**src/rtl/rocca_s_dbg_pkg.sv**
```systemverilog
// Shared definitions for the Rocca-S debug/CSR path: watchdog FSM encoding and default widths.
package rocca_s_dbg_pkg;

    localparam logic [1:0] ST_IDLE    = 2'b00;
    localparam logic [1:0] ST_SUSPECT = 2'b01;
    localparam logic [1:0] ST_REPORT  = 2'b10;
    localparam logic [1:0] ST_LATCHED = 2'b11;

    localparam int DEF_NUM_SIGS = 5;
    localparam int DEF_THRESH_W = 16;

endpackage

```
**src/rtl/rocca_s_deadlock_watchdog_if.sv**
```systemverilog
// Deadlock report port: one snapshot per confirmed deadlock, valid/ready handshake.
// Payload is held stable by the master while valid is high and ready is low.
interface rocca_s_deadlock_watchdog_if
    import rocca_s_dbg_pkg::*;
#(
    parameter int NUM_SIGS = DEF_NUM_SIGS,
    parameter int THRESH_W = DEF_THRESH_W
);
    logic                rpt_valid;
    logic                rpt_ready;
    logic [NUM_SIGS-1:0] rpt_sigs;
    logic [THRESH_W-1:0] rpt_cycles;

    modport master (
        output rpt_valid,
        output rpt_sigs,
        output rpt_cycles,
        input  rpt_ready
    );

    modport slave (
        input  rpt_valid,
        input  rpt_sigs,
        input  rpt_cycles,
        output rpt_ready
    );
endinterface

```
**src/rtl/rocca_s_deadlock_watchdog_sat_counter.sv**
```systemverilog
// Blocked-cycle counter: load-1, increment, clear; sticks at all-ones instead of wrapping.
// One-cycle update latency; clear wins over load, load wins over increment.
module rocca_s_sat_counter #(
    parameter int W = 16
) (
    input  logic         clk,
    input  logic         rst_n,
    input  logic         clr,
    input  logic         load1,
    input  logic         inc,
    output logic [W-1:0] count,
    output logic         sat
);
    localparam logic [W-1:0] ONE = W'(1);

    logic [W-1:0] count_q, count_d;

    assign count = count_q;
    assign sat   = &count_q;

    always_comb begin
        count_d = count_q;
        if (clr) begin
            count_d = '0;
        end else if (load1) begin
            count_d = ONE;
        end else if (inc && !sat) begin
            count_d = count_q + ONE;
        end
    end

    always_ff @(posedge clk or negedge rst_n) begin
        if (!rst_n) begin
            count_q <= '0;
        end else begin
            count_q <= count_d;
        end
    end
endmodule

```
**src/rtl/rocca_s_deadlock_watchdog.sv**
```systemverilog
// Qualifies the HLS deadlock monitor flag over a programmable window, reports one snapshot
// over valid/ready (valid at cycle c+T, held until accepted) and raises a sticky irq.
module rocca_s_deadlock_watchdog
    import rocca_s_dbg_pkg::*;
#(
    parameter int NUM_SIGS = DEF_NUM_SIGS,
    parameter int THRESH_W = DEF_THRESH_W
) (
    input  logic                          clock,
    input  logic                          reset_n,
    input  logic                          enable,
    input  logic [THRESH_W-1:0]           threshold,
    input  logic                          monitor_block,
    input  logic [NUM_SIGS-1:0]           axis_block_sigs,
    input  logic                          inst_idle,
    input  logic                          clear,
    rocca_s_deadlock_watchdog_if.master   rpt,
    output logic                          deadlock_irq,
    output logic [1:0]                    state_o
);
    localparam logic [THRESH_W-1:0] CNT_ONE = THRESH_W'(1);

    logic [1:0]          state_q, state_d;
    logic [NUM_SIGS-1:0] snap_q, snap_d;
    logic [NUM_SIGS-1:0] rpt_sigs_q, rpt_sigs_d;
    logic [THRESH_W-1:0] rpt_cycles_q, rpt_cycles_d;
    logic                rpt_valid_q, rpt_valid_d;
    logic                irq_q, irq_d;

    logic [THRESH_W-1:0] cnt;
    logic [THRESH_W-1:0] cnt_p1;
    logic                cnt_sat, cnt_clr, cnt_load, cnt_inc;
    logic                hit, confirm;

    rocca_s_sat_counter #(.W(THRESH_W)) u_cnt (
        .clk   (clock),
        .rst_n (reset_n),
        .clr   (cnt_clr),
        .load1 (cnt_load),
        .inc   (cnt_inc),
        .count (cnt),
        .sat   (cnt_sat)
    );

    assign hit     = enable & monitor_block & ~inst_idle & (threshold != '0);
    assign cnt_p1  = cnt + CNT_ONE;
    // A saturated counter never matches, so a threshold lowered below the count never fires.
    assign confirm = !cnt_sat && (cnt_p1 == threshold);

    always_comb begin
        state_d      = state_q;
        snap_d       = snap_q;
        rpt_sigs_d   = rpt_sigs_q;
        rpt_cycles_d = rpt_cycles_q;
        rpt_valid_d  = rpt_valid_q;
        irq_d        = irq_q;
        cnt_clr      = 1'b0;
        cnt_load     = 1'b0;
        cnt_inc      = 1'b0;

        if (clear) begin
            state_d      = ST_IDLE;
            snap_d       = '0;
            rpt_sigs_d   = '0;
            rpt_cycles_d = '0;
            rpt_valid_d  = 1'b0;
            irq_d        = 1'b0;
            cnt_clr      = 1'b1;
        end else begin
            case (state_q)
                ST_IDLE: begin
                    if (hit) begin
                        cnt_load = 1'b1;
                        snap_d   = axis_block_sigs;
                        if (threshold == CNT_ONE) begin
                            state_d      = ST_REPORT;
                            rpt_sigs_d   = axis_block_sigs;
                            rpt_cycles_d = CNT_ONE;
                            rpt_valid_d  = 1'b1;
                            irq_d        = 1'b1;
                        end else begin
                            state_d = ST_SUSPECT;
                        end
                    end
                end
                ST_SUSPECT: begin
                    if (!hit) begin
                        state_d = ST_IDLE;
                        snap_d  = '0;
                        cnt_clr = 1'b1;
                    end else begin
                        cnt_inc = 1'b1;
                        snap_d  = snap_q | axis_block_sigs;
                        if (confirm) begin
                            state_d      = ST_REPORT;
                            rpt_sigs_d   = snap_q | axis_block_sigs;
                            rpt_cycles_d = cnt_p1;
                            rpt_valid_d  = 1'b1;
                            irq_d        = 1'b1;
                        end
                    end
                end
                ST_REPORT: begin
                    if (rpt.rpt_ready) begin
                        rpt_valid_d = 1'b0;
                        state_d     = ST_LATCHED;
                    end
                end
                default: begin
                end
            endcase
        end
    end

    always_ff @(posedge clock or negedge reset_n) begin
        if (!reset_n) begin
            state_q      <= ST_IDLE;
            snap_q       <= '0;
            rpt_sigs_q   <= '0;
            rpt_cycles_q <= '0;
            rpt_valid_q  <= 1'b0;
            irq_q        <= 1'b0;
        end else begin
            state_q      <= state_d;
            snap_q       <= snap_d;
            rpt_sigs_q   <= rpt_sigs_d;
            rpt_cycles_q <= rpt_cycles_d;
            rpt_valid_q  <= rpt_valid_d;
            irq_q        <= irq_d;
        end
    end

    assign rpt.rpt_valid  = rpt_valid_q;
    assign rpt.rpt_sigs   = rpt_sigs_q;
    assign rpt.rpt_cycles = rpt_cycles_q;
    assign deadlock_irq   = irq_q;
    assign state_o        = state_q;
endmodule
```
**src/flat_wrapper.sv**
```systemverilog
// flat-port wrapper written by rule: the top's interface ports become plain ports
module rocca_s_deadlock_watchdog_flat import rocca_s_dbg_pkg::*;
#(
    parameter int NUM_SIGS = DEF_NUM_SIGS,
    parameter int THRESH_W = DEF_THRESH_W
)
  (clock, reset_n, enable, threshold, monitor_block, axis_block_sigs, inst_idle, clear, deadlock_irq, state_o, rpt_rpt_valid, rpt_rpt_sigs, rpt_rpt_cycles, rpt_rpt_ready);
  rocca_s_deadlock_watchdog_if #(.NUM_SIGS(NUM_SIGS), .THRESH_W(THRESH_W)) rpt_i ();
  input  logic clock;
  input  logic reset_n;
  input  logic enable;
  input  logic [THRESH_W-1:0] threshold;
  input  logic monitor_block;
  input  logic [NUM_SIGS-1:0] axis_block_sigs;
  input  logic inst_idle;
  input  logic clear;
  output logic deadlock_irq;
  output logic [1:0] state_o;
  output wire logic [$bits(rpt_i.rpt_valid)-1:0] rpt_rpt_valid;
  output wire logic [$bits(rpt_i.rpt_sigs)-1:0] rpt_rpt_sigs;
  output wire logic [$bits(rpt_i.rpt_cycles)-1:0] rpt_rpt_cycles;
  input wire logic [$bits(rpt_i.rpt_ready)-1:0] rpt_rpt_ready;
  assign rpt_rpt_valid = rpt_i.rpt_valid;
  assign rpt_rpt_sigs = rpt_i.rpt_sigs;
  assign rpt_rpt_cycles = rpt_i.rpt_cycles;
  assign rpt_i.rpt_ready = rpt_rpt_ready;
  rocca_s_deadlock_watchdog #(.NUM_SIGS(NUM_SIGS), .THRESH_W(THRESH_W)) u_core (.clock(clock), .reset_n(reset_n), .enable(enable), .threshold(threshold), .monitor_block(monitor_block), .axis_block_sigs(axis_block_sigs), .inst_idle(inst_idle), .clear(clear), .rpt(rpt_i), .deadlock_irq(deadlock_irq), .state_o(state_o));
endmodule
```
**config.mk**
```make
export PLATFORM = sky130hd
export DESIGN_NAME = rocca_s_deadlock_watchdog_flat
export DESIGN_NICKNAME = d
export VERILOG_FILES = /design/src/rtl/rocca_s_dbg_pkg.sv /design/src/rtl/rocca_s_deadlock_watchdog_if.sv /design/src/rtl/rocca_s_deadlock_watchdog_sat_counter.sv /design/src/rtl/rocca_s_deadlock_watchdog.sv /design/src/flat_wrapper.sv
export SDC_FILE = /design/constraint.sdc
export NUM_CORES = 1
export LEC_CHECK = 0
export ABC_AREA = 1
export CORE_UTILIZATION = 50
export CTS_BUF_LIST = sky130_fd_sc_hd__clkbuf_16
export DETAILED_ROUTE_END_ITERATION = 10
export PLACE_DENSITY = 0.76
export SYNTH_ARGS = -nofsm -noshare
export SYNTH_HDL_FRONTEND = slang
export SYNTH_SLANG_ARGS = --single-unit
```
**constraint.sdc**
```tcl
create_clock -name clock -period 2.4 [get_ports clock]
set_clock_uncertainty 0.1 [all_clocks]
set_input_delay 0.72 -clock clock [delete_from_list [all_inputs] [get_ports clock]]
set_output_delay 0.72 -clock clock [all_outputs]
set_load 0.02 [all_outputs]
```
-- Yosys cells after proc, flatten, opt, wreduce, memory -nomap -nowiden
Cells that the tools add are included.
- bits in registers: 46
- input bits: 28
- word-level logic and storage cells: 79
- $add $sub $neg: 1
- equal/unequal tests: 10
- mux-type cells: 43
- bitwise operators: 5
- reductions and logical operators: 13
- operators with widths (cell ; count):
    16-bit 2-to-1 mux ; 8
    5-bit 2-to-1 mux ; 8
    16-bit one-hot mux with 2 select lines ; 1
    5-bit one-hot mux with 2 select lines ; 2
    16-bit by 1-bit adder with 16-bit output (second input constant) ; 1
    16-bit by 1-bit == test with 1-bit output (second input constant) ; 1
    16-bit == test ; 1
    16-bit AND reduction ; 1
    16-bit nonzero test ; 1
    1-bit 2-to-1 mux ; 15
    2-bit 2-to-1 mux ; 6
    3-bit by 2-bit inequality test with 1-bit output (second input constant) ; 4
    2-bit one-hot mux with 3 select lines ; 1
    6-bit AND reduction ; 1
    3-bit nonzero test ; 2
    5-bit bitwise OR ; 1
    5-bit AND reduction ; 1
    4-bit inequality test (second input constant) ; 1
    4-bit AND reduction ; 1
    4-bit nonzero test ; 1
    1-bit bitwise AND ; 3
    3-bit inequality test (second input constant) ; 1
    1-bit one-hot mux with 3 select lines ; 1
    2-bit by 1-bit == test with 1-bit output (second input constant) ; 1
    other kinds (7) ; 8

-- Depth between registers and ports, before layout
Gate-level depths: netlist of run 1.
- word-level depth: 10
- gate-level depth with buffers: 17

-- Hierarchy
A second synthesis of run 1 with hierarchy kept.
- cells, all modules: 531
- area total of the unflattened synthesis: 3442.1 um^2
- modules (own cells, without submodules) (module ; instances ; cells each ; area each (um^2) ; sequential area each (um^2)):
    rocca_s_deadlock_watchdog ; 1 ; 378 ; 2393.5 ; 750.7
    rocca_s_sat_counter ; 1 ; 153 ; 1048.5 ; 400.4

-- Worst setup path before layout of run 1
OpenSTA, ideal clock, no wires.
- path type: input -> register
- from: input port threshold[12]
- to: register u_core.u_cnt.count_q[15], in the netlist u_core.u_cnt.count[15]
- setup time: 0.134 ns
- arrival: 2.127 ns
- setup slack: 0.039 ns
- cell stages on the path: 11
- buffers on the path: 1
- cells stage by stage: inv_1 nand4_1 nor4_1 nand4_1 nand2_1 nand2_1 nand2_1 inv_1 nand4_1 clkbuf_1 o21ai_0
- cells in the longest elaborated chain, start to end: 7
- elaborated cells on any way between the ends: 14
- classes of those cells: mux: 10; bitwise: 1; reduce/logical: 3
- RTL lines (element ; line ; text):
    start, declared ; flat_wrapper.sv:12 ; input logic [THRESH_W-1:0] threshold;
    16-bit nonzero test * ; rocca_s_deadlock_watchdog.sv:45 ; assign hit = enable & monitor_block & ~inst_idle & (threshold != '0);
    1-bit bitwise AND * ; rocca_s_deadlock_watchdog.sv:45 ;
    1-bit 2-to-1 mux ; rocca_s_deadlock_watchdog.sv:72, rocca_s_deadlock_watchdog.sv:87 ;
    1-bit 2-to-1 mux ; rocca_s_deadlock_watchdog.sv:70 ; case (state_q)
    1-bit 2-to-1 mux ; rocca_s_deadlock_watchdog.sv:61 ; if (clear) begin
    16-bit 2-to-1 mux or 1-bit logical AND (tied branches) ; rocca_s_deadlock_watchdog_sat_counter.sv:25, rocca_s_deadlock_watchdog_sat_counter.sv:27 ;
    16-bit 2-to-1 mux or 3-bit nonzero test (tied branches) ; -- ;
    end signal, assigned ; rocca_s_deadlock_watchdog_sat_counter.sv:36 ; count_q <= count_d;
    end, declared ; rocca_s_deadlock_watchdog_sat_counter.sv:16 ; logic [W-1:0] count_q, count_d;
Mark *: on every way between the ends. The rest lies on a longest branch, timed or not.
A chain may end at the register's enable or synchronous reset.

-- Worst setup path after layout of run 1
- from: register u_core.u_cnt.count_q[1], in the netlist u_core.u_cnt.count[1]
- to: register u_core.rpt_cycles_q[12], in the netlist u_core.rpt.rpt_cycles[12]
- cells in the longest elaborated chain, start to end: 5
- elaborated cells on any way between the ends: 11
- classes of those cells: add/sub: 1; eq/ne: 2; mux: 4; reduce/logical: 4
- RTL lines (element ; line ; text):
    16-bit by 1-bit adder with 16-bit output or 16-bit AND reduction (tied branches) ; rocca_s_deadlock_watchdog.sv:46, rocca_s_deadlock_watchdog_sat_counter.sv:19 ;
    16-bit == test, or another cell as far along ; rocca_s_deadlock_watchdog.sv:48 ; assign confirm = !cnt_sat && (cnt_p1 == threshold);
    1-bit logical AND or 16-bit 2-to-1 mux (tied branches) ; rocca_s_deadlock_watchdog.sv:48, rocca_s_deadlock_watchdog.sv:87 ;
    3-bit by 2-bit inequality test with 1-bit output (no line) or 16-bit one-hot mux with 2 select lines (tied branches) ; -- ;
    5-bit AND reduction (no line) or 16-bit 2-to-1 mux (tied branches) ; -- ;
    end signal, assigned ; rocca_s_deadlock_watchdog.sv:127 ; rpt_cycles_q <= rpt_cycles_d;
    end, declared ; rocca_s_deadlock_watchdog.sv:26 ; logic [THRESH_W-1:0] rpt_cycles_q, rpt_cycles_d;
Parallel ways exist; a longest one is shown, timed or not. The select of a mux whose other input is x is not followed.

==> metrics, run 1 <==
status complete, but fails checks; failing checks setup timing; layout net count about 590; CP Buf/Inv Count 3; Slew Viols, Final 0; DP HPWL ~6300 microns; cts bufs inserted 5; Required @ worst endpoint ~2.5 ns; DRC 0; fin area roughly 4500 sq um; Net Sw Frac 0.380; cells along the critical path buf_6 -> ha_4 -> inv_2 -> nand2_1 -> nand2_1 -> nor2_1 -> nand3_1 -> nor2_1 -> nand2_1 -> nor2_1 -> nand3_2 -> nor2_4 -> nand3_2 -> nand2_4 -> buf_6 -> nand3_4 -> nand2_2 -> nand2_1; Seq pwr share 0.325; drt wl/cell 16.0 microns; vias in the first global route 3,303; Power Dens Cells 656 nW/um^2; Int Power 1.84 mW; DP Worst Slack -0.479 ns; total congestion overflow 0; crit path launch type register; fmax 0.409 GHz; R2R Setup Slk -0.05 ns; Die Height 79.0 microns; H-tree Lvls 2; Post-synth EDFFs 0; mapped cell area 2970 sq um; Critical Path AT 2.53 ns; final wirelength 10,000 microns; synth warn 0; Yosys reg bits 46; Final GP Congestion 0.935; most common cell after layout, fill and taps aside nand2_1; most numerous cell on the critical path nand2_1; Mapped Cells 434; Synth cell types 31; Min-Delay Path Class primary input to asynchronous set/reset pin; initial core utilization 0.529; Syn Nets 466; ys flop type dfrtp_1; # setup viols final 14; CTS tree done; Sw Pwr 1.13 mW; Top delay family on crit path simple AND/OR/NAND/NOR gates; main area contributors after synthesis dfrtp_1 39%, nand2_1 19%, nand4_1 7.2%, nor2_1 5.8%, inv_1 5.7%; CORE AREA 5610 sq um; post-route ant nets 0; # diodes 0; clk_lat worst skew just under 0.3 ns; most frequent cells in the layout 136 x nand2_1, 60 x buf_4, 40 x nor2_1, 40 x dfrtp_1, 36 x inv_1; MaxCap Viol Count 0; clock buffer depth 2; combinational power share 0.438; num ports 53; slowest CP cell dfrtp_1; Synth top area share 0.388; cell taking the most area after synthesis dfrtp_1; slew margin rel. 0.592; r2r startpoint u_core.u_cnt.count[1]; Placed Area ~3900 sq um; RSZ-0062 raised after global routing yes; clk root buf clkbuf_16; hold_buf cts 0; Initial DRC Count around 400; Reg2Reg Depth 18; Detailed Routing Iterations Pass 1 5; biggest cell delay along the critical path 0.40 ns; first-pass GRT wire length 15,600 microns; Fin. Hold Viols 0; Worst Path Max Fanout 5; Clock Sink Count 46; Syn Area/Cell 6.84 sq um; fin cells ~630; port bufs 52; clock power share 0.236; Peak VDD IR 0.534 mV; die area ~6200 sq um; Tightest Pin Transition 0.612 ns; via count 3,490; area delta synth->final 52.6%; Post-synth ARST share 1.00; Period minus WS final 2.45 ns; initial antenna violation count 0; Die Width 79.0 microns; Inst Count DP around 590; critical path class register to register; Leak 2.11 nW; post-route setup TNS -0.324 ns; Reg-to-Reg End u_core.rpt.rpt_cycles[12]; largest net degree at the start of global routing 26; Worst setup EP type register; Overall Global Routing Usage 0.328; Reg clk slew, reported paths approximately 0.07 ns; fraction of layout cells with a size suffix above 1 0.283; register area share after synthesis 0.388; # rows 27; vias per std cell 5.58; final worst path period share 1.02; setup ws final -0.0477 ns; worst hold slack 0.334 ns
## cell type report
class | instances | area (sq um)
multi-input combinational | 331 | 1800
timing repair buffer | 124 | 1160
inverter | 45 | 171
fill | 387 | 1080
tap | 72 | 90.1
clock buffer | 5 | 125
clock inverter | 3 | 21.3
sequential | 46 | 1160
## cell usage after synthesis (2+ instances only)
cell and number:
a21oi_1 9, buf_2 2, buf_4 2, buf_6 2, clkbuf_1 8, dfrtp_1 46
ha_1 4, inv_1 45, nand2_1 149, nand2_2 5, nand3_1 33, nand4_1 34
nor2_1 46, nor2_2 7, nor2_4 2, o21ai_0 18, o21ai_1 8
## registers in the layout, indices dropped and copies added, names as in the netlist
name and cells:
u_core.deadlock_irq 1, u_core.rpt.rpt_cycles 16, u_core.rpt.rpt_sigs 5, u_core.rpt.rpt_valid 1, u_core.snap_q 5, u_core.state_o 2, u_core.u_cnt.count 16
## power by group through the flow
stage	Sequential, mW	Clock, mW	Combinational, mW
after floorplan	1.06	0	0.522
after global placement	0.975	0	1.05
after detailed placement	0.974	0	1.08
after CTS	0.962	0.697	1.25
after global routing	0.980	0.732	1.40
final	0.966	0.701	1.30
## per-layer routing
layer,track usage,up-vias,wire length (microns)
li1,-,1672,-
met1,0.427,1667,4230
met2,0.547,137,5030
met3,0.0575,14,633
met4,0.113,0,119
met5,0,-,0
## logic make-up after synthesis
kind of cell,synth area share
buf+inv,0.0831
fa+ha+maj,0.0169
flops,0.388
compound gates,0.0730
xor+xnor,0.0105
simple gates,0.429
## metrics by stage
| stage | power, mW | util |
|---|---|---|
| finish | 2.97 | 0.807 |
| global route | 3.12 | 0.807 |
| CTS | 2.91 | 0.789 |
| detailed placement | 2.05 | 0.701 |
| global placement | 2.03 | 0.701 |
| floorplan | 1.59 | - |
## what timing repair did
action                     CTS  global route
setup endpoints to repair   46            41
resized for setup           65            45
pin swaps                   14            32
gates cloned                 4             0
setup buffers               19             5
## worst max-delay path by stage
stage | startpoint | endpoint | slack [ns] | depth (start not counted)
finish | u_core.u_cnt.count[1] | u_core.rpt.rpt_cycles[12] | -0.05 | 18
global route | u_core.u_cnt.count[0] | u_core.rpt.rpt_cycles[8] | -0.15 | 15
CTS | u_core.u_cnt.count[1] | u_core.rpt.rpt_valid | 0.003 | 18
detailed placement | threshold[0] | u_core.rpt.rpt_cycles[8] | -0.48 | 16
global placement | threshold[6] | u_core.snap_q[2] | -0.48 | 12
floorplan | threshold[12] | u_core.u_cnt.count[15] | 0.04 | 11
No activity file was read; power rests on OpenSTA's default activity.
==> inputs of run 2 (changes only) <==
--- a/config.mk
+++ b/config.mk
@@ -8,2 +8,4 @@
 export ABC_AREA = 1
+export ABC_CLOCK_PERIOD_IN_PS = 2400
+export CORE_MARGIN = 3
 export CORE_UTILIZATION = 50
--- a/constraint.sdc
+++ b/constraint.sdc
@@ -4,2 +4,2 @@
 set_output_delay 0.72 -clock clock [all_outputs]
-set_load 0.02 [all_outputs]
+set_load 0.005 [all_outputs]
==> run 2 against run 1 <==
  * The run still ends with setup timing left
  * Register-to-register slack got worse by 0.05 ns
  * Count of clock-buffer cells in the layout unchanged
  * Final cell count shrank 1.9%
  * Wire length decreased by 4.4%
  * Clock power rose by 17%
  * Largest power group unchanged
  * Global-route usage fell by 6.4 points
  * Die area is 10% higher
==> metrics, run 2 (synthesized netlist as in run 1, its figures left out) <==
status complete, but fails checks; failing checks setup timing; clk root buf clkbuf_16; Power Dens Cells 681 nW/um^2 (+3.8%); H-tree Lvls 2 (unchanged); Fin. Hold Viols 0 (unchanged); total congestion overflow 0 (unchanged); first-pass GRT wire length 14,900 microns (-4.4%); Required @ worst endpoint 2.48 ns (about the same); RSZ-0062 raised after global routing yes; Period minus WS final 2.49 ns (+0.0450 ns); combinational power share 0.406 (-0.032); Die Height 83.0 microns (+5.1%); area occupied by multi-input gates 1800 sq um (-0.49%); Design Power 3.02 mW (+1.5%); # setup viols final 23 (+9); most common cell after layout, fill and taps aside nand2_1; crit path launch type primary input; num ports 53 (unchanged); fin util 0.790 (-0.0176); MaxCap Viol Count 0 (unchanged); DRC 0 (unchanged); Layout fillers 410 (+5.9%); critical path class primary input to register; DP HPWL 6240 microns (-0.65%); initial core utilization 0.529 (unchanged); final wirelength 9580 microns (-4.4%); clk_lat worst skew 0.29 ns (about the same); fin area 4430 sq um (-2.2%); largest net degree at the start of global routing 47 (+81%); slew margin rel. 0.588 (-0.00389); # rows 27 (unchanged); Tightest Pin Transition 0.618 ns (+0.00583 ns); vias per std cell 5.59 (+0.29%); register area 1160 sq um (-0.22%); CORE AREA 5610 sq um (unchanged); Net Sw Frac 0.358 (-0.0215); Seq pwr share 0.323 (-0.002); via count 3,433 (-1.6%); Worst setup EP type register; Sw Pwr 1.08 mW (-4.2%); Final GP Congestion 0.906 (-3.2%); area delta synth->final 49.3%; drt wl/cell 15.6 microns (-2.5%); Slew Viols, Final 0 (unchanged); Placed Area 3870 sq um (-1.5%); initial antenna violation count 0 (unchanged); setup ws final -0.0927 ns (-0.0450 ns); Initial DRC Count 337 (-15%); Int Power 1.94 mW (+5.1%); clock buffer depth 2 (unchanged); cts bufs inserted 5 (unchanged); Die Width 83.0 microns (+5.1%); fraction of layout cells with a size suffix above 1 0.271 (-0.0122); most frequent cells in the layout 121 x nand2_1, 48 x buf_4, 42 x dfrtp_1; Detailed Routing Iterations Pass 1 6 (+1); die area 6890 sq um (+10%); Clock Sink Count 46 (unchanged); DP Worst Slack -0.506 ns (-0.0266 ns); clock power share 0.271 (+0.035); # diodes 0 (unchanged); Peak VDD IR 0.625 mV (+17%); CTS tree done; fmax 0.401 GHz (-1.8%); post-route ant nets 0 (unchanged); layout net count 573 (-2.1%); Critical Path AT 2.57 ns (+0.04 ns); Reg clk slew, reported paths 0.07 ns (about the same); port bufs 52 (unchanged); Min-Delay Path Class register to register; Overall Global Routing Usage 0.264 (-0.0636); Worst Path Max Fanout 7 (+2); final worst path period share 1.04 (+0.0188); Leak 2.12 nW (+0.30%); vias in the first global route 3,094 (-6.3%)
==> run 2: changes by cell type in the layout (fill, tap and decap cells not counted), moves of 5 or more <==
cell | previous run | this run
o21ai_1 | 8 | 15
o21ai_2 | 9 | 3
nand2_2 | 15 | 32
clkdlybuf4s15_1 | 6 | 1
dlymetal6s2s_1 | 0 | 9
buf_4 | 60 | 48
nand2_1 | 136 | 121
==> run 2: what timing repair did <==
action | CTS | global route
setup buffers | 5 | 8
pin swaps | 6 | 33
hold buffers | 0 | 0
gates cloned | 3 | 1
resized for setup | 32 | 70
setup endpoints to repair | 46 | 46
==> run 2: final cells by class <==
cell class / instances / share of cell area
Clock inverter: 3 / 0.00989
Clock buffer: 5 / 0.0282
Sequential cell: 46 / 0.261
Tap cell: 72 / 0.0203
Timing Repair Buffer: 111 / 0.236
Multi-Input combinational cell: 332 / 0.405
Inverter: 45 / 0.0387
==> run 2: worst max-delay path, stage by stage <==
cell and delay (ns):
dlygate4sd2_1 0.25, inv_1 0.08, nand2_1 0.09, nand2_1 0.08
nor2_2 0.09, nand3_1 0.08, nor2_1 0.10, nand2_1 0.09
nor2_2 0.13, nand3_1 0.09, nor2_2 0.13, nand3_2 0.15
nand2_8 0.16, nand3_4 0.16, nand2_2 0.10, nand2_2 0.05
==> run 2: worst paths after layout <==
kind	slack [ns]	startpoint	cells after the start	end
hold / removal	0.37	u_core.rpt.rpt_cycles[11]	2	u_core.rpt.rpt_cycles[11]
min in group asynchronous	0.42	reset_n	2	u_core.rpt.rpt_sigs[0]
max in group asynchronous	1.33	reset_n	2	u_core.u_cnt.count[0]
setup / recovery	-0.09	threshold[0]	16	u_core.rpt.rpt_sigs[4]
hold reg to reg	0.37	u_core.rpt.rpt_cycles[11]	2	u_core.rpt.rpt_cycles[11]
setup reg to reg	-0.09	u_core.u_cnt.count[1]	16	u_core.rpt.rpt_sigs[4]
==> run 2: per-stage QoR <==
stage | TNS (ns) | std cells | hold WS (ns)
detailed placement | -20.87 | 589 | 0.358
global route | -4.56 | 614 | 0.388
finish | -1.27 | 614 | 0.369
global placement | -17.21 | 589 | 0.354
CTS | -0.0136 | 605 | 0.375
floorplan | 0 | 434 | 0.324
==> run 2: metal layers <==
| metal | share of wire | track usage | vias to the layer above |
|---|---|---|---|
| met5 | 0 | 0 | - |
| met4 | 0.023 | 0.0728 | 0 |
| met3 | 0.073 | 0.0367 | 25 |
| met2 | 0.48 | 0.435 | 167 |
| met1 | 0.42 | 0.365 | 1608 |
| li1 | - | - | 1633 |
==> run 2: power by group through the flow <==
stage / Combinational [mW] / Sequential [mW] / Clock [mW]
global route: 1.33 / 0.987 / 0.864
floorplan: 0.523 / 0.973 / 0
global placement: 0.945 / 0.973 / 0
finish: 1.23 / 0.974 / 0.817
CTS: 1.09 / 0.963 / 0.819
detailed placement: 0.976 / 0.974 / 0
==> inputs of run 3 (changes only) <==
==> constraint.sdc (replaced) <==
create_clock -name clock -period 2.4 [get_ports clock]
set_clock_uncertainty 0.1 [all_clocks]
set_input_delay 0.48 -clock clock [delete_from_list [all_inputs] [get_ports clock]]
set_output_delay 0.48 -clock clock [all_outputs]
set_load 0.005 [all_outputs]
==> run 3 against run 2 <==
  * The flow still finishes with violations (setup timing)
  * Via count decreased by 0.64%
  * Sequential cell count unchanged
  * Setup slack worse by 0.053 ns
  * Fmax is 2.1% lower
  * Sequential share of layout area increased by 0.43 points
  * Combinational power fell by 5%
  * Non-clock buffer count fell by 5
  * Clock power shrank 3.2%
  * First-iteration DRC count rose by 25%
  * Largest power group unchanged
  * Total power is 2.5% lower
==> metrics, run 3 (synthesized netlist as in run 1, its figures left out) <==
drt wl/cell 15.8 microns (+1.2%); Die Width 83.0 microns (unchanged); vias in the first global route 2,994 (-3.2%); Reg clk slew, reported paths 0.06 ns (about the same); num ports 53 (unchanged); crit path launch type register; fraction of layout cells with a size suffix above 1 0.248 (-0.0235); layout net count 568 (-0.87%); most frequent cells in the layout 120 x nand2_1, 47 x buf_4, 44 x nor2_1; Detailed Routing Iterations Pass 1 5 (-1); Placed Area 3860 sq um (-0.32%); Period minus WS final 2.55 ns (+0.0534 ns); critical path class register to register; slowest CP cell dfrtp_1; Final GP Congestion 0.879 (-2.9%); CORE AREA 5610 sq um (unchanged); RSZ-0062 raised after global routing yes; first-pass GRT wire length 13,900 microns (-6.6%); # rows 27 (unchanged); via count 3,411 (-0.64%); Die Height 83.0 microns (unchanged); Slew Viols, Final 0 (unchanged); failing checks setup timing; status complete, but fails checks; port bufs 52 (unchanged); worst setup path start u_core.u_cnt.count[1]; Clock Sink Count 46 (unchanged); slew margin rel. 0.594 (+0.00585); area occupied by multi-input gates 1770 sq um (-1.5%); register area 1160 sq um (+0.11%); fin util 0.778 (-0.0118); initial core utilization 0.529 (unchanged); most common cell after layout, fill and taps aside nand2_1; initial antenna violation count 0 (unchanged); DRC 0 (unchanged); fin area 4360 sq um (-1.5%); clk root buf clkbuf_16; biggest cell delay along the critical path 0.44 ns (+0.19 ns); Leak 2.08 nW (-1.7%); setup ws final -0.146 ns (-0.0534 ns); Min-Delay Path Class primary input to asynchronous set/reset pin; Tightest Pin Transition 0.609 ns (-0.00878 ns); most numerous cell on the critical path nand2_1; Layout fillers 390 (-4.9%); # setup viols final 23 (unchanged); worst hold slack 0.186 ns (-0.183 ns); final wirelength 9620 microns (+0.42%); hold_buf cts 0 (unchanged); CTS tree done; clock buffer depth 2 (unchanged); r2r startpoint u_core.u_cnt.count[1]; Fin. Hold Viols 0 (unchanged); MaxCap Viol Count 0 (unchanged); Worst Path Max Fanout 7 (unchanged); final worst path period share 1.06 (+0.0222); Power Dens Cells 674 nW/um^2 (-1.0%); Design Power 2.94 mW (-2.5%); vias per std cell 5.60 (+0.17%); area delta synth->final 47.1%; post-route ant nets 0 (unchanged); Critical Path AT 2.62 ns (+0.05 ns); DP HPWL 6180 microns (-0.88%); Peak VDD IR 0.544 mV (-13%); largest net degree at the start of global routing 47 (unchanged); Initial DRC Count 421 (+25%); fmax 0.393 GHz (-2.1%); # diodes 0 (unchanged); Worst setup EP type register; Required @ worst endpoint 2.48 ns (about the same); cts bufs inserted 5 (unchanged); total congestion overflow 0 (unchanged); clk_lat worst skew 0.29 ns (about the same); H-tree Lvls 2 (unchanged); cells along the critical path ha_4 -> buf_6 -> buf_4 -> nand3_1 -> nand2_1 -> nand2_2 -> nor2_1 -> nor2_1 -> nand2_1 -> nor2_2 -> nand3_2 -> nand2_8 -> nand3_4 -> nand2_2 -> nand2_1; die area 6890 sq um (unchanged); Overall Global Routing Usage 0.243 (-0.0212)
## run 3: changes by cell type in the layout (fill, tap and decap cells not counted), sizes merged, moves of 2 or more
| cell | before | now |
|---|---|---|
| buf | 59 | 54 |
| clkdlybuf4s50 | 35 | 43 |
| dlygate4sd2 | 4 | 0 |
| clkbuf | 8 | 6 |
## run 3: worst max-delay path, delay by kind of cell, from the launching register on
kind,cells,cell delay (ns)
adder cells (fa/ha/maj),1,0.20
buffers and inverters,2,0.27
flip-flops,1,0.44
AND/OR/NAND/NOR,12,1.41
## run 3: final timing paths
kind	end	slack [ns]	cells after the start
min	u_core.rpt.rpt_sigs[3]	0.19	2
max reg2reg	u_core.rpt.rpt_cycles[3]	-0.15	15
min in group clock	u_core.rpt.rpt_cycles[9]	0.37	2
min reg2reg	u_core.rpt.rpt_cycles[9]	0.37	2
max in group asynchronous	u_core.u_cnt.count[7]	1.57	2
max	u_core.rpt.rpt_cycles[3]	-0.15	15
## run 3: final cells by class
cell class	count	share of cell area
Inverter	45	0.0399
Sequential cell	46	0.265
Tap cell	72	0.0206
Clock buffer	5	0.0287
Timing Repair Buffer	106	0.231
Clock inverter	3	0.00946
Multi-Input combinational cell	332	0.405
## run 3: per-stage QoR
| stage | cells | worst slack [ns] | setup TNS (ns) |
|---|---|---|---|
| 4_1_cts | 598 | 0.00101 | 0 |
| 6_report | 609 | -0.146 | -2.52 |
| 2_1_floorplan | 434 | 0.212 | 0 |
| 5_1_grt | 609 | -0.260 | -5.47 |
| 3_3_place_gp | 589 | -0.224 | -6.69 |
| 3_5_place_dp | 589 | -0.243 | -8.41 |
## run 3: routing by layer
layer / global-route usage / share of wire
met2: 0.405 / 0.48
met5: 0 / 0
met3: 0.0327 / 0.073
met4: 0.0475 / 0.025
met1: 0.340 / 0.42
## run 3: where the power goes
part           switching, mW  total [mW]  internal, mW
clock                  0.303       0.791         0.488
combinational          0.654        1.17         0.517
sequential            0.0839       0.977         0.893
total                   1.04        2.94          1.90
## run 3: timing repair
action                                  CTS  global route
resized for setup                         4            68
endpoints found under the setup margin   23            45
buffers inserted                          0             8
pin swaps                                 1            20
cloned                                    1             3
